==> config.mk <==
export PLATFORM = sky130hd
export DESIGN_NAME = alu_op_sequencer
export DESIGN_NICKNAME = d
export VERILOG_FILES = /design/src/rtl/alu_op_sequencer.sv
export SDC_FILE = /design/constraint.sdc
export NUM_CORES = 1
export LEC_CHECK = 0
export CORE_ASPECT_RATIO = 0.75
export CORE_UTILIZATION = 48
export CTS_CLUSTER_SIZE = 25
export DETAILED_ROUTE_END_ITERATION = 8
export GPL_TIMING_DRIVEN = 0
export MAX_ROUTING_LAYER = met4
export PLACE_DENSITY_LB_ADDON = 0.15
export SLEW_MARGIN = 20
export SYNTH_ARGS = -nofsm -noshare
export SYNTH_HDL_FRONTEND = slang
export SYNTH_SLANG_ARGS = --single-unit
==> constraint.sdc <==
create_clock -name clk -period 1.82 [get_ports clk]
set_input_delay 0.273 -clock clk [delete_from_list [all_inputs] [get_ports clk]]
set_output_delay 0.273 -clock clk [all_outputs]
set_load 0.1 [all_outputs]
==> src/rtl/alu_op_sequencer.sv <==
// Sequencer for the 4-bit ALU: logic ops in place, add/sub/mul through one shared external adder.
// Latency: accept edge to done is 2 edges (5 for multiply); start is ignored while busy or in DONE, no queuing.
module alu_op_sequencer #(
    parameter int MUL_STEPS = 4
) (
    input  logic       clk,
    input  logic       reset,
    input  logic       start,
    input  logic       L,
    input  logic       M,
    input  logic       N,
    input  logic [3:0] A,
    input  logic [3:0] B,
    output logic [3:0] addA,
    output logic [3:0] addB,
    output logic       addCin,
    input  logic [3:0] addSum,
    input  logic       addCout,
    output logic       busy,
    output logic       done,
    output logic [7:0] result,
    output logic       zero
);

    localparam int CNT_W = (MUL_STEPS > 1) ? $clog2(MUL_STEPS) : 1;

    typedef enum logic [1:0] {IDLE, EXEC, MUL, DONE} state_t;

    state_t             state;
    logic [3:0]         aReg;
    logic [3:0]         bReg;
    logic [2:0]         opReg;
    logic [7:0]         prod;
    logic [CNT_W-1:0]   stepCnt;
    logic [7:0]         execRes;
    logic [7:0]         mulNext;

    // Adder ports are purely a function of state, so reset zeroes them immediately.
    always_comb begin
        addA   = 4'h0;
        addB   = 4'h0;
        addCin = 1'b0;
        case (state)
            EXEC: begin
                if (opReg == 3'b011) begin
                    addA = aReg;
                    addB = bReg;
                end else if (opReg == 3'b010) begin
                    addA   = aReg;
                    addB   = ~bReg;
                    addCin = 1'b1;
                end
            end
            MUL: begin
                addA = prod[7:4];
                addB = prod[0] ? aReg : 4'h0;
            end
            default: ;
        endcase
    end

    always_comb begin
        execRes = 8'h00;
        case (opReg)
            3'b000:  execRes = {4'h0, ~aReg};
            3'b001:  execRes = {4'h0, bReg};
            3'b010,
            3'b011:  execRes = {3'b000, addCout, addSum};
            3'b100:  execRes = {4'h0, aReg & bReg};
            3'b101:  execRes = {4'h0, aReg | bReg};
            3'b110:  execRes = {4'h0, aReg ^ bReg};
            default: execRes = result;
        endcase
    end

    // One shift-and-add step: the adder's 5-bit sum becomes the new high part.
    assign mulNext = {addCout, addSum, prod[3:1]};

    always_ff @(posedge clk or posedge reset) begin
        if (reset) begin
            state   <= IDLE;
            aReg    <= 4'h0;
            bReg    <= 4'h0;
            opReg   <= 3'b000;
            prod    <= 8'h00;
            stepCnt <= '0;
            busy    <= 1'b0;
            done    <= 1'b0;
            result  <= 8'h00;
            zero    <= 1'b1;
        end else begin
            case (state)
                IDLE: begin
                    done <= 1'b0;
                    if (start) begin
                        aReg    <= A;
                        bReg    <= B;
                        opReg   <= {L, M, N};
                        prod    <= {4'h0, B};
                        stepCnt <= '0;
                        busy    <= 1'b1;
                        state   <= ({L, M, N} == 3'b111) ? MUL : EXEC;
                    end
                end
                EXEC: begin
                    result <= execRes;
                    zero   <= (execRes == 8'h00);
                    busy   <= 1'b0;
                    done   <= 1'b1;
                    state  <= DONE;
                end
                MUL: begin
                    prod    <= mulNext;
                    stepCnt <= stepCnt + CNT_W'(1);
                    if (stepCnt == CNT_W'(MUL_STEPS - 1)) begin
                        result <= mulNext;
                        zero   <= (mulNext == 8'h00);
                        busy   <= 1'b0;
                        done   <= 1'b1;
                        state  <= DONE;
                    end
                end
                DONE: begin
                    done  <= 1'b0;
                    state <= IDLE;
                end
                default: state <= IDLE;
            endcase
        end
    end

endmodule

==> flow_summary.ini <==
[run_status]
status = complete, but fails checks
violations = negative setup slack

[worst_setup_path]
path_cells = buf_6, ha_4, nand2_4, nor2_4, buf_12, a32oi_4, nor2_4, buf_12
slowest_stage = dfrtp_1
crit_type = reg -> out
worst_ep_required_time_ps = 1550
crit_path_max_incr_delay_ps = 420
r2r_end = result[0]
critPathTopFamily = buffers and inverters
startpoint_type = register
cp_max_fo = 7
end_kind = output port
crit_cells = 8
cp.arrival_ps = 1780
endpoint = addB[3]
rrSetupSlack_ps = -50
path_buf_inv = 3
rr_worst_depth = 6
r2r_start = bReg[0]
critPathLaunch = state[0]

[timing]
period_needed_ps = 2050
whs_ps = 409
slew_viol_final = 0
period_share_pct = 113
hold_viol = 0
finalSetupViolCount = 12
max_slew_margin_pct = 37.3
grt_setup_unrepaired = yes
setup_slack_ps = -229
fmax_mhz = 488
worst_slew_pin_slew_ps = 945
fin_tns_setup_ps = -1760
skew_ps = 5.13

[placed_design]
io_buffers = 38
gp_congestion = 0.881
dp_hpwl_um = 4270
dp_slack_ps = -1010

[die]
die_y_um = 60.7
initial_utilization_pct = 52.2
core_um2 = 4230
io-pin-count = 39
die_area_um2 = 4880
die_w_um = 80.3
num_rows = 20

[hold_path]
min_path_type = in -> async

[grt]
met1_usage_pct = 42.3
antenna_found_initial = 0
gr-max-usage-layer = met2
met2_usage_pct = 50.2
grt_first_pass_wirelength_um = 11100
grt_max_degree = 35
grtUsageTotal_pct = 33.0
grt_use_met3_pct = 7.07
grt_overflow = 0
grt_pass1_vias = 2196

[logic_synthesis]
async_reset_ff_share_pct = 100
syn_area_um2 = 2210
synth_flop_cell = dfrtp_1
ys_warn_count = 0
synth_seq_cells = 34
synth-edff-count = 0
synth_seq_area_share_pct = 38.6
postSynthCellCount = 233
syn_nets = 265
postSynthAreaPerCell_um2 = 9.48
yosysUniqueCellTypes = 43

[final_layout]
final_common_cell = dfrtp_1
drive_gt1_share_pct = 42.4
layout.nets = 335
final_util_pct = 82.7
layout_common_cells = dfrtp_1, buf_4, clkdlybuf4s50_1, o21ai_0, mux2_2
syn2layout_area_growth_pct = 58.4
fill_cells = 221
insertedDiodeCount = 0

[clocking]
clk_latency_ps = 300
cts_num_sinks = 34
clk_pin_slew_worst_paths_ps = 80
cts_buffers = 5
root_buffer = clkbuf_8
cts_buffer_depth = 2
postCtsHoldBufs = 0
cts_tree = yes
h-tree-depth = 2

[drt]
drc_errors = 0
routed_via_density = 6.62
routedWlPerCell_um = 22.2
vias = 2377
routed_wl_um = 7970
drtIter0Drc = 241
first_pass_iters = 5
ant_nets = 0

[run]
cap_violations = 0
-- registers in the layout, indices dropped and copies added (netlist names) --
register / flops
aReg: 4
opReg: 3
zero: 1
stepCnt: 2
done: 1
bReg: 4
busy: 1
prod: 8
state: 2
result: 8
-- final cells by class --
class	instances	area, um^2	share of cell area (%)
Clock buffer	5	68.8	1.97
Multi-Input combinational cell	167	1560	44.6
Inverter	17	71.3	2.04
Timing Repair inverter	1	11.3	0.322
Clock inverter	3	40.0	1.14
Sequential cell	34	862	24.6
Buffer	12	131	3.76
Tap cell	55	68.8	1.97
Timing Repair Buffer	65	684	19.6
-- metrics by stage --
stage / cell area [um^2] / instances
finish: 3500 / 359
detailed placement: 2760 / 326
global placement: 2760 / 326
floorplan: 2310 / 233
global route: 3500 / 359
CTS: 3340 / 351
-- cells in the mapped netlist (2+ instances only) --
cell type / n / share of area (%)
clkbuf_1: 7 / 1.2
nor3_1: 2 / 0.45
dfrtp_1: 33 / 37
a31oi_1: 2 / 0.57
mux2_2: 14 / 7.1
a32oi_1: 10 / 4.0
nand2b_1: 9 / 2.5
a21oi_1: 7 / 1.6
o22ai_1: 8 / 2.3
nand4_1: 3 / 0.85
inv_1: 16 / 2.7
buf_4: 2 / 0.68
a32o_1: 5 / 2.3
o211ai_1: 4 / 1.4
o31ai_1: 2 / 0.68
nor2_1: 19 / 3.2
o21ai_0: 19 / 4.3
and2_1: 3 / 0.85
nand2_1: 13 / 2.2
o21a_1: 2 / 0.68
a22oi_1: 4 / 1.4
buf_2: 5 / 1.1
xnor2_1: 5 / 2.0
nand3b_1: 2 / 0.68
nor2b_1: 3 / 0.85
ha_1: 13 / 7.4
mux2i_1: 5 / 2.3
-- cells by family (layout without fill, tap and decap cells) --
group	count (synthesis)	in the layout	share of synthesized area, %
compound gates	71	71	22.8
xor+xnor	5	5	1.98
fa+ha+maj	13	13	7.37
buf+inv	32	103	6.06
flops	34	34	38.6
mux	20	20	10.1
simple gates	58	58	13.1
-- layer usage --
metal / part of all wire, % / wire length [um]
met4: 4.1 / 329
met2: 45 / 3630
met3: 9.5 / 759
met1: 41 / 3250
met5: 0 / 0
-- worst min path at each step --
stage | cells after the start | endpoint | slack, ps | start
floorplan | 1 | aReg[0] | 410 | reset
global placement | 1 | prod[7] | 470 | prod[7]
detailed placement | 1 | prod[7] | 480 | prod[7]
CTS | 2 | state[0] | 430 | reset
global route | 2 | state[1] | 470 | reset
finish | 2 | state[0] | 410 | reset
-- repair_timing --
item                                    CTS  global route
buffers inserted                         16            10
endpoints found under the setup margin   30            44
gates cloned                              1             2
resized for setup                       144            46
pin swaps                                11            11
Power is not shown: default switching activity piles up to over one toggle a cycle in this logic, so the estimate is an artifact.
